File: config.mk
export PLATFORM = sky130hd
export DESIGN_NAME = imem_bundle_loader
export DESIGN_NICKNAME = d
export VERILOG_FILES = /design/src/rtl/imem_bundle_loader.sv
export SDC_FILE = /design/constraint.sdc
export NUM_CORES = 1
export LEC_CHECK = 0
export ABC_AREA = 1
export ABC_CLOCK_PERIOD_IN_PS = 6800
export CORE_MARGIN = 4
export CORE_UTILIZATION = 40
export DETAILED_ROUTE_END_ITERATION = 8
export SYNTH_ARGS = -nofsm -noshare
export SYNTH_HDL_FRONTEND = slang
export SYNTH_SLANG_ARGS = --single-unit
File: constraint.sdc
create_clock -name clk -period 6.8 [get_ports clk]
set_input_delay 1.02 -clock clk [delete_from_list [all_inputs] [get_ports clk]]
set_output_delay 1.02 -clock clk [all_outputs]
set_load 0.03 [all_outputs]
File: src/rtl/imem_bundle_loader.sv
// Packs a stream of slot instructions into VLIW bundles and writes them to
// instruction memory at consecutive addresses starting from a latched base.
module imem_bundle_loader #(
  parameter int unsigned         SLOTS    = 6,
  parameter int unsigned         WORD_W   = 32,
  parameter int unsigned         ADDR_W   = 8,
  parameter logic [WORD_W-1:0]   NOP_WORD = '0
) (
  input  logic                      clk,
  input  logic                      rst,
  input  logic                      start,
  input  logic [ADDR_W-1:0]         base_addr,
  input  logic [ADDR_W:0]           bundle_count,
  input  logic                      in_valid,
  input  logic [WORD_W-1:0]         in_data,
  input  logic                      in_last,
  output logic                      in_ready,
  output logic                      imem_we,
  output logic [ADDR_W-1:0]         imem_addr,
  output logic [SLOTS*WORD_W-1:0]   imem_wdata,
  output logic                      busy,
  output logic                      done,
  output logic                      short_load
);

  localparam int unsigned CNT_W = (SLOTS > 1) ? $clog2(SLOTS) : 1;

  typedef enum logic [1:0] {IDLE, COLLECT, WRITE, DONE} state_t;

  state_t               state, next_state;
  logic [WORD_W-1:0]    slots [SLOTS];
  logic [CNT_W-1:0]     slot_cnt;
  logic [ADDR_W-1:0]    cur_addr;
  logic [ADDR_W:0]      count;
  logic [ADDR_W:0]      written;
  logic [ADDR_W:0]      written_inc;
  logic                 final_q;
  logic                 accept;
  logic                 bundle_end;
  logic [SLOTS*WORD_W-1:0] next_bundle;

  assign in_ready = (state == COLLECT);
  assign imem_we  = (state == WRITE);
  assign busy     = (state == COLLECT) || (state == WRITE);
  assign done     = (state == DONE);

  always_comb begin
    accept      = (state == COLLECT) && in_valid;
    bundle_end  = accept && ((slot_cnt == CNT_W'(SLOTS - 1)) || in_last);
    written_inc = written + 1'b1;

    // Bundle as it stands once the current word lands: earlier slots from
    // storage, the current slot from in_data, later slots NOP-filled.
    next_bundle = '0;
    for (int unsigned i = 0; i < SLOTS; i++) begin
      if (i < 32'(slot_cnt))
        next_bundle[i*WORD_W +: WORD_W] = slots[i];
      else if (i == 32'(slot_cnt))
        next_bundle[i*WORD_W +: WORD_W] = in_data;
      else
        next_bundle[i*WORD_W +: WORD_W] = NOP_WORD;
    end

    next_state = state;
    case (state)
      IDLE:    if (start) next_state = COLLECT;
      COLLECT: if (bundle_end) next_state = WRITE;
      WRITE:   next_state = (final_q || written_inc == count) ? DONE : COLLECT;
      DONE:    next_state = IDLE;
      default: next_state = IDLE;
    endcase
  end

  always_ff @(posedge clk) begin
    if (rst) begin
      state      <= IDLE;
      slot_cnt   <= '0;
      cur_addr   <= '0;
      count      <= '0;
      written    <= '0;
      final_q    <= 1'b0;
      short_load <= 1'b0;
      imem_addr  <= '0;
      imem_wdata <= '0;
      for (int unsigned i = 0; i < SLOTS; i++) slots[i] <= '0;
    end else begin
      state <= next_state;
      case (state)
        IDLE: begin
          if (start) begin
            cur_addr   <= base_addr;
            count      <= (bundle_count == '0) ? {1'b1, {ADDR_W{1'b0}}} : bundle_count;
            written    <= '0;
            final_q    <= 1'b0;
            short_load <= 1'b0;
            slot_cnt   <= '0;
          end
        end
        COLLECT: begin
          if (accept) begin
            slots[slot_cnt] <= in_data;
            slot_cnt        <= slot_cnt + 1'b1;
          end
          // Write port registers load here so they hold steady between strobes.
          if (bundle_end) begin
            imem_addr  <= cur_addr;
            imem_wdata <= next_bundle;
            final_q    <= in_last;
          end
        end
        WRITE: begin
          cur_addr <= cur_addr + 1'b1;
          written  <= written_inc;
          slot_cnt <= '0;
          if (final_q && (written_inc < count)) short_load <= 1'b1;
        end
        default: ;
      endcase
    end
  end

endmodule

-- Word level (Yosys, flattened, before mapping)
Memory sizes are Yosys's and may differ from the RTL's. A register that Yosys moved wholly into a read port is not among the register bits.
Cells that the tools add are included.
- register bits: 233
- bits in latches: 0
- bits in writable memories: 192
- bits in read-only memories: 0
- memories: 1
- $add $sub $neg: 3
- multiply operators: 0
- div/mod/pow operators: 0
- magnitude comparators: 7
- equality and inequality tests: 14
- shifts and indexed selects: 0
- muxes and demuxes: 38
- bitwise operators: 0
- reductions and logical operators: 20
- memory list (name ; words ; bits a word ; rd ports ; clocked after memory_dff ; write ports ; RTL line ; source):
    slots ; 6 ; 32 ; 6 ; 1 ; 6 ; 31 ; logic [WORD_W-1:0] slots [SLOTS];
- operators with widths (operator ; count):
    32-bit two-way mux ; 13
    32-bit OR reduction ; 1
    9-bit two-way mux ; 2
    9-bit case mux with 2 select lines ; 1
    8-bit case mux with 2 select lines ; 1
    1-bit two-way mux ; 10
    9-bit by 1-bit adder with 9-bit output (second input constant) ; 1
    9-bit equality test ; 1
    9-bit zero test ; 1
    9-bit less-than comparator ; 1
    3-bit two-way mux ; 3
    3-bit case mux with 3 select lines ; 1
    3-bit AND reduction ; 3
    8-bit by 1-bit adder with 8-bit output (second input constant) ; 1
    8-bit two-way mux ; 1
    2-bit case mux with 4 select lines ; 1
    2-bit AND reduction ; 4
    2-bit by 3-bit equality test with 1-bit output (first input constant) ; 2
    3-bit equality test (first input constant) ; 2
    1-bit by 3-bit less-than comparator with 1-bit output (first input constant) ; 2
    2-bit by 3-bit less-than comparator with 1-bit output (first input constant) ; 2
    3-bit less-than comparator (first input constant) ; 2
    2-bit two-way mux ; 3
    2-bit by 1-bit inequality test with 1-bit output (second input constant) ; 3
    other kinds (13) ; 20

-- Longest topological paths before layout
Gate-level depths: netlist of run 1.
- word-level depth: 8
- gate-level depth with buffers: 15
- depth with buffers taken out: 15

-- Worst setup path before layout of run 1
Ideal clock, no wire load.
- path type: input -> register
- start point: input port in_valid
- end point: memory slots[5][0] (enable)
- data arrival time: 3.424 ns
- data required time: 6.334 ns
- setup slack: 2.910 ns
- cell stages on the path: 2
- path through: nand2_2 > o21ai_0
- RTL lines (element ; RTL line ; source):
    from (decl) ; 14 ; input logic in_valid,
    to (decl) ; 31 ;

==> flow_summary.toml, run 1 <==
[floorplanning]
core_um2 = 43080
std_cell_rows = 76
ios = 259
die_area_um2 = 47050
die_height_um = 216.9
die_width_um = 216.9
initial_utilization = 0.4053

[power]
power_density_over_the_cells_nw_per_um2 = 321.4
cellLeakagePower_uw = 0.007800
worst_ir_drop_vdd_mv = 0.1844
total_power_uw = 7012

[synthesis]
synthTopCellsByArea = "edfxtp_1 33%, dfxtp_1 27%, nand2_1 6.8%, o21ai_0 6.4%, nor2_1 4.7%"
post_synth.cell_area_avg_um2 = 9.106
postSynth.asyncResetShare = 0
synthSimpleGateAreaFrac = 0.1689
dominantRegCellSynth = "dfxtp_1"
synthDominantCellAreaShare = 0.3303
synthesis.nets = 1989
synth_adder_area_share = 0.01290
synth_area_um2 = 17460
synth_cell_types = 32
syn_inst = 1917
synth_area_leader_cell = "edfxtp_1"
synth.yosys.seq_area_share = 0.5975
synth-edff-count = 192
synth_mux_area_frac = 0
yosysWarningCount = 0
synth_top_family_by_area = "simple AND/OR/NAND/NOR gates"
synth_compound_area_frac = 0.1586
yosys.area_share.xor_xnor = 0.002007
ys_seq_elements = 425

[timing]
tightest_slew_ps = 1483
setup-violations-final = 0
finalWorstPathRequiredPeriod_ps = 3917
report.final.slew_viol_count = 0
relSlewSlack = 0.01140
final.setup.tns_ps = 0
fmax_mhz = 255.3
finalHoldViolCount = 0
finClkSkew_ps = 22.10
fin_crit_sh = 0.5761
setup_repair_after_global_routing_missed_its_margin = "false"

[placement]
dpl-instance-area_um2 = 20280
gpl.final_weighted_congestion = 0.8292
hpwlAfterDp_um = 33460
placement.io_buffers = 258
place_inst = 2626

[setup_path]
critical_path_peak_fanout = 36
timing.critical_path.from_type = "input port"
regToRegSetupSlack_ps = 3060
timing.critical_path.arrival_ps = 4230
critPathKind = "in2reg"
critical_path.endpoint_type = "flip-flop"
cp_data_required_time_ps = 7110

[detailed_routing]
drt-pass1-iter-count = 5
route.detailed.vias_per_inst = 5.365
avgRoutedWirePerCell_um = 19.19
route.antenna.remaining_nets = 0
routed_wirelength_um = 52050
first_iter_violations = 1332
detailroute.via_count = 14549
remaining_drc_errors = 0

[clock_tree]
post_cts_buffers = 0
cts_sinks = 425
clock_path_buffers = 3
numCtsBuffers = 46
cts.clk_slew.worst_paths_ps = 60
cts-hold-fix-buffers = 0
clock_insertion_delay_worst_skew_ps = 580
cts.repair.resized = 0
tritoncts_clock_tree = "done"
cts_root_buffer = "clkbuf_16"
h-tree-depth = 2

[layout]
fin_cells = 2712
layout_cell_share_with_drive_strength_beyond_1 = 0.05548
final_area_um2 = 21810
layout.nets = 2161
final_core_utilization = 0.5064
antenna-diode-count = 0
fillerInstances = 3957
area_growth_from_synthesis_to_layout_pct = 24.96

[global_route]
antenna_found_initial = 0
grt.overflow.total = 0
grt_usage = 0.2125
via_count_of_the_first_global_routing_pass = 13634
maximum_number_of_pins_on_one_net_before_global_route_repair = 288
global_route_wire_length_before_repair_um = 79800

[status]
run_status = "complete, no violations"

[worst_hold_path]
hold_class = "reg2reg"

[job]
max_cap_violations = 0
==> cells by family (layout without fill, tap and decap cells) <==
group                      after synthesis  in the layout
AOI/OAI and AO/OA                      515            515
DFF                                    425            425
buffers and inverters                  250            460
and+or+nand+nor                        705            705
xor gates and xnor gates                 4              4
adders and majority gates               18             18
==> worst paths after layout <==
kind,start,endpoint,depth (start not counted)
worst max-delay path,in_valid,slots[4][0],7
worst min-delay path,short_load,short_load,2
worst max register to register,state[1],slots[4][0],8
worst min register to register,short_load,short_load,2
==> state kept, by name, indices dropped and copies added, names as in the netlist <==
name and count:
short_load 1, cur_addr 8, imem_wdata 192, state 2, imem_addr 8, written 9, count 9, slots 192
slot_cnt 3, final_q 1
==> synth_stat cells (all sizes together) (26+ instances only) <==
library cell and count:
a21oi 162, a22oi 30, a31oi 74, buf 74
clkbuf 77, dfxtp 233, edfxtp 192, inv 99
nand2 319, nand3 89, nand4 38, nor2 229
nor3 26, o21ai 247
==> critical path, stage by stage <==
cell             delay (ps)
clkdlybuf4s50_1         460
nand2_2                 160
inv_1                   120
nand2_4                 360
or2_1                   890
nand2_1                 750
buf_4                   440
==> power by group <==
group | total, µW | switching [µW] | leakage, µW | internal (µW)
Clock | 2540 | 1030 | 0.000761 | 1510
Combinational | 1400 | 965 | 0.00317 | 438
Sequential | 3070 | 167 | 0.00387 | 2910
==> cells in the final DEF (no fill, tap or decap), types with 2 or more instances in the layout <==
master             n
edfxtp_1         192
inv_1             94
a21oi_4            2
a31oi_1           74
nand2_1          316
clkbuf_16         48
dfxtp_1          230
o21ai_1           24
nor3_1            26
nand2_4            2
clkdlybuf4s50_1  257
or2_1              2
ha_1              18
nand4_1           38
clkinv_2          11
clkinv_8           2
clkbuf_1          13
xor2_1             4
inv_2              4
a22oi_1           30
nand3_1           87
clkinv_1           3
dfxtp_2            2
bufinv_16          4
clkbuf_8           5
o21ai_0          222
nor2_1           216
a21oi_1          159
nor2_2            12
buf_4             16
==> routing by layer <==
layer,up-vias,GRT usage,share of wire
li1,6956,-,-
met1,6949,0.3146,0.46
met2,560,0.3160,0.43
met3,84,0.03784,0.072
met4,0,0.07166,0.030
met5,-,0,0
==> through the flow <==
step	worst slack [ps]	hold WS [ps]
finish	2883	461.6
global route	2618	479.8
CTS	2819	462.2
detailed placement	2214	453.2
global placement	2302	444.1
floorplan	2910	439.2
==> final cells by class <==
| type | instances | area [µm²] | area share |
|---|---|---|---|
| tap | 585 | 732.0 | 0.03356 |
| sequential | 425 | 10440 | 0.4784 |
| timing repair buffer | 275 | 2718 | 0.1246 |
| multi-input combinational | 1242 | 6016 | 0.2758 |
| clock inverter | 20 | 219.0 | 0.01004 |
| inverter | 99 | 374.1 | 0.01715 |
| clock buffer | 66 | 1319 | 0.06046 |
Power figures use the tool's default switching activity.
==> run 2: changes to the inputs <==
--- a/config.mk
+++ b/config.mk
@@ -6,7 +6,7 @@
 export NUM_CORES = 1
 export LEC_CHECK = 0
 export ABC_AREA = 1
-export ABC_CLOCK_PERIOD_IN_PS = 6800
+export ABC_CLOCK_PERIOD_IN_PS = 3800
 export CORE_MARGIN = 4
 export CORE_UTILIZATION = 40
 export DETAILED_ROUTE_END_ITERATION = 8
==> constraint.sdc (replaced) <==
create_clock -name clk -period 3.8 [get_ports clk]
set_input_delay 0.57 -clock clk [delete_from_list [all_inputs] [get_ports clk]]
set_output_delay 0.57 -clock clk [all_outputs]
set_load 0.03 [all_outputs]
==> flow_summary.toml, run 2 (same netlist as run 1, synthesis figures left out) <==
[timing]
finClkSkew_ps = 21.39
relSlewSlack = 0.1206
setup-violations-final = 0
setup_repair_after_global_routing_missed_its_margin = "false"
report.final.slew_viol_count = 0
tightest_slew_ps = 1319
worst_hold_slack_ps = 459.6
final.setup.tns_ps = 0
finalHoldViolCount = 0
fmax_mhz = 365.0
finalWorstPathRequiredPeriod_ps = 2740
fin_crit_sh = 0.7210

[detailed_routing]
route.detailed.vias_per_inst = 5.301
route.antenna.remaining_nets = 0
detailroute.via_count = 14425
first_iter_violations = 1464
drt-pass1-iter-count = 5
avgRoutedWirePerCell_um = 19.01
remaining_drc_errors = 0
routed_wirelength_um = 51720

[power]
power.share.combinational = 0.211
power.net_switching_uw = 3829
intPower_uw = 8470
power_density_over_the_cells_nw_per_um2 = 563.8
switching_share = 0.3113
power.clock.fraction = 0.347
cellLeakagePower_uw = 0.007790
worst_ir_drop_vdd_mv = 0.3457
seq_power_share = 0.442

[worst_hold_path]
hold_start = "short_load"
hold-path-cell-count = 2
whs_endpoint = "short_load"
hold_class = "reg2reg"

[global_route]
grt_usage = 0.2123
maximum_number_of_pins_on_one_net_before_global_route_repair = 175
via_count_of_the_first_global_routing_pass = 13550
global_route_wire_length_before_repair_um = 79980
antenna_found_initial = 0
grt.overflow.total = 0

[layout]
final_core_utilization = 0.5064
layout_commonest_cell = "nand2_1"
fin_cells = 2721
layout.cells.most_common_list = "316 x nand2_1, 257 x clkdlybuf4s50_1, 230 x dfxtp_1"
layout_cell_share_with_drive_strength_beyond_1 = 0.05670
final_area_um2 = 21810
layout.nets = 2168
area_growth_from_synthesis_to_layout_pct = 24.96
largest_registers = "imem_wdata (192), slots (192)"

[setup_path]
ff2ff_path_depth = 5
cp_num_buf_inv = 2
cp_data_required_time_ps = 4000
critical-path-slowest-cell = "inv_2"
timing.rr.start = "slot_cnt[2]"
timing.critical_path.arrival_ps = 2940
critPathKind = "reg2reg"
crit_chain = "inv_2 > nand3_2 > or2_1 > nand2_1 > buf_4"
critical_path.endpoint_type = "flip-flop"
timing.critical_path.from_type = "flip-flop"
rr_endpoint = "slots[3][5]"
regToRegSetupSlack_ps = 1060
crit_family = "buffers and inverters"
critical_path_peak_fanout = 50
crit_path_max_incr_delay_ps = 650

[placement]
hpwlAfterDp_um = 33700
placement.io_buffers = 258
gpl.final_weighted_congestion = 0.8315
place_inst = 2633
dpl-instance-area_um2 = 20370

[clock_tree]
tritoncts_clock_tree = "done"
cts.clk_slew.worst_paths_ps = 60
clock_insertion_delay_worst_skew_ps = 560
h-tree-depth = 2
cts-hold-fix-buffers = 0
cts.repair.resized = 0
numCtsBuffers = 46
post_cts_buffers = 0
cts_root_buffer = "clkbuf_16"
cts_sinks = 425
clock_path_buffers = 3

[job]
max_cap_violations = 0

[floorplanning]
std_cell_rows = 76
die_height_um = 216.9
initial_utilization = 0.4053
core_um2 = 43080
ios = 259
die_area_um2 = 47050
die_width_um = 216.9

[status]
run_status = "complete, no violations"
## run 2: changes by cell type in the layout (fill, tap and decap cells not counted), moves of 2 or more
cell       delta
buf_4         +4
inv_6         +2
clkbuf_8      +6
diode_2       +2
clkbuf_16     -2
buf_12        +3
bufinv_16     -4
clkbuf_1      +5
clkinv_2      -6
## run 2: metrics by stage
step | setup WS, ps | power [µW]
after floorplan | 44.13 | 7127
after global placement | 870.8 | 8097
after detailed placement | 849.5 | 8129
after CTS | 1096 | 12400
after global routing | 903.1 | 12850
final | 1060 | 12300
## run 2: layout make-up
cell class	count	area, µm²
fill	3982	21260
timing repair buffer	282	2808
tap	585	732.0
sequential	425	10440
inverter	99	374.1
clock buffer	75	1370
multi-input combinational	1242	6016
antenna	2	5.005
clock inverter	11	73.82
## run 2: worst max path at each step
stage,to,from,cells after the start,slack (ps)
3_5_place_dp,slots[3][6],in_valid,7,850
3_3_place_gp,slots[3][6],in_valid,7,870
6_report,slots[3][5],slot_cnt[2],5,1060
4_1_cts,imem_wdata[129],slot_cnt[2],4,1100
5_1_grt,slots[3][13],slot_cnt[2],5,900
2_1_floorplan,slots[5][0],state[1],4,40
## run 2: routing by layer
| layer | GRT usage | vias up | share of wire | routed length [µm] |
|---|---|---|---|---|
| li1 | - | 6977 | - | - |
| met1 | 0.3185 | 6891 | 0.46 | 24040 |
| met2 | 0.3220 | 488 | 0.45 | 23050 |
| met3 | 0.03505 | 69 | 0.069 | 3544 |
| met4 | 0.05279 | 0 | 0.021 | 1088 |
| met5 | 0 | - | 0 | 0 |
## run 2: power groups by stage
stage	combinational, µW	sequential (µW)	clock (µW)
floorplan	1270	5850	0
global placement	2570	5530	0
detailed placement	2600	5530	0
CTS	2610	5440	4350
global route	2830	5480	4540
finish	2600	5440	4260
## run 2: tightest hold or removal path, delay by kind of cell (launching register included)
family,cells,cell delay (ps)
AOI/OAI and AO/OA,1,60
DFF,1,310
buffers and inverters,1,50
==> edit (config.mk and constraints of run 2) <==
Change the parameter `WORD_W` from 32 to 16.
--- a/src/rtl/imem_bundle_loader.sv
+++ b/src/rtl/imem_bundle_loader.sv
@@ -4,3 +4,3 @@
   parameter int unsigned         SLOTS    = 6,
-  parameter int unsigned         WORD_W   = 32,
+  parameter int unsigned         WORD_W   = 16,
   parameter int unsigned         ADDR_W   = 8,
Interface: changed (resized imem_wdata and in_data); port bits go from 259 to 147. The function was not compared with the original's and may differ.
==> edit against run 2 <==
  * Critical endpoint is now imem_wdata[12]
  * Final cell count is 41% lower
  * Wire length is 45% lower
  * Final area is 43% lower
  * Synthesized cell count is 40% lower
  * Sequential cell count is 192 lower
  * Clock skew is 0.0026 ns higher
  * Power is 42% lower
  * Synthesized area is 43% lower
  * Worst setup slack better by 0.14 ns
  * First-iteration DRC count is 44% lower
==> edit: results (changes against run 2) <==
* Status: finished clean (unchanged)
* H-tree depth at 1 (was 2)
* Seq/Total Area, Yosys at 56.47% (was 59.75%)
* Critical Path Max Stage Delay at 0.58 ns (was 0.65 ns)
* Leakage power total at 4.927 nW (was 7.790 nW)
* Top flop regs: imem_wdata (96), slots (96) (was imem_wdata (192), slots (192))
* Met2 Wirelength at 12.98 mm (was 23.05 mm)
* Clk_lat worst skew at 0.54 ns (was 0.56 ns)
* Global Route Usage Sum at 19.80% (was 21.23%)
* Crit path max fanout at 69 (was 50)
* Most area-consuming cells after synthesis: edfxtp_1 29%, dfxtp_1 28%, nand2_1 7.3% (was edfxtp_1 33%, dfxtp_1 27%, nand2_1 6.8%)
* Post-Place Cell Area at 0.01166 mm2 (was 0.02037 mm2)
* M2 GR Usage at 32.05% (was 32.20%)
* Global-route wire length before repair at 44.48 mm (was 79.98 mm)
* DRT Pass-1 Iters at 7 (was 5)
* Seq power at 3.02 mW (was 5.44 mW)
* Top post-synthesis cells by count: 195 x nand2_1, 137 x dfxtp_1, 116 x o21ai_0 (was 317 x nand2_1, 233 x dfxtp_1, 223 x o21ai_0)
* Syn avg cell area at 8.723 um2 (was 9.106 um2)
* Vias in the first global route at 7913 (was 13550)
* Num CTS Buffers at 26 (was 46)
* Comb pwr share at 24.6% (was 21.1%)
* EDFF count, synth at 96 (was 192)
* Pre-CTS setup slack at 0.9271 ns (was 0.8495 ns)
* Placed Cells at 1564 (was 2633)
* Clk_skew at 0.02400 ns (was 0.02139 ns)
* Number of unique standard cell types used by synthesis at 34 (was 32)
* Routed len/inst at 17.50 um (was 19.01 um)
* Largest net degree at the start of global routing at 76 (was 175)
* Setup crit start: slot_cnt[1] (was slot_cnt[2])
* Fin Hold WS at 0.4560 ns (was 0.4596 ns)
* Net Count, Synth at 1198 (was 1989)
* Met3 Wirelength at 1.695 mm (was 3.544 mm)
* Met3 Resource Use GR at 3.380% (was 3.505%)
* Worst-Margin Slew at 0.8703 ns (was 1.319 ns)
* Max rail drop VDD at 0.2636 mV (was 0.3457 mV)
* IO buf count at 146 (was 258)
* Internal Power at 4.782 mW (was 8.470 mW)
* Worst r2r path cells at 8 (was 5)
* Slowest cell on crit path: buf_4 (was inv_2)
* Share of post-route cells with drive strength above 1 at 5.357% (was 5.670%)
* Gpl congestion at 0.8402 (was 0.8315)
* GR Layer Usage met1 at 27.89% (was 31.85%)
* DR vias at 8275 (was 14430)
* Non-filler instance count after layout at 1612 (was 2721)
* Layout Nets at 1324 (was 2168)
[edit: changes by cell type in the layout (fill, tap and decap cells not counted), sizes merged, moves of 66 or more]
cell	before	now
a21oi	162	96
clkdlybuf4s50	257	146
dfxtp	233	137
edfxtp	192	96
nand2	319	198
nor2	229	116
o21ai	247	120
[edit: final cells by class]
cell class / count / area (um2)
multi-input cells: 727 / 3595
clock buffers: 33 / 716.9
flip-flops and latches: 233 / 5625
inverters: 115 / 431.7
fillers: 2322 / 11920
well taps: 324 / 405.4
clock inverters: 15 / 91.34
repair buffers: 165 / 1604
[edit: logic make-up after synthesis]
family / Yosys count / share of synthesized area, %
fa+ha+maj: 18 / 2.261
flops: 233 / 56.47
buf+inv: 182 / 7.448
xor+xnor: 5 / 0.4396
simple gates: 413 / 17.37
compound gates: 291 / 16.01
[edit: final timing paths]
path	endpoint
worst min register to register	short_load
worst max register to register	imem_wdata[12]
worst min-delay path	short_load
worst max-delay path	imem_wdata[12]
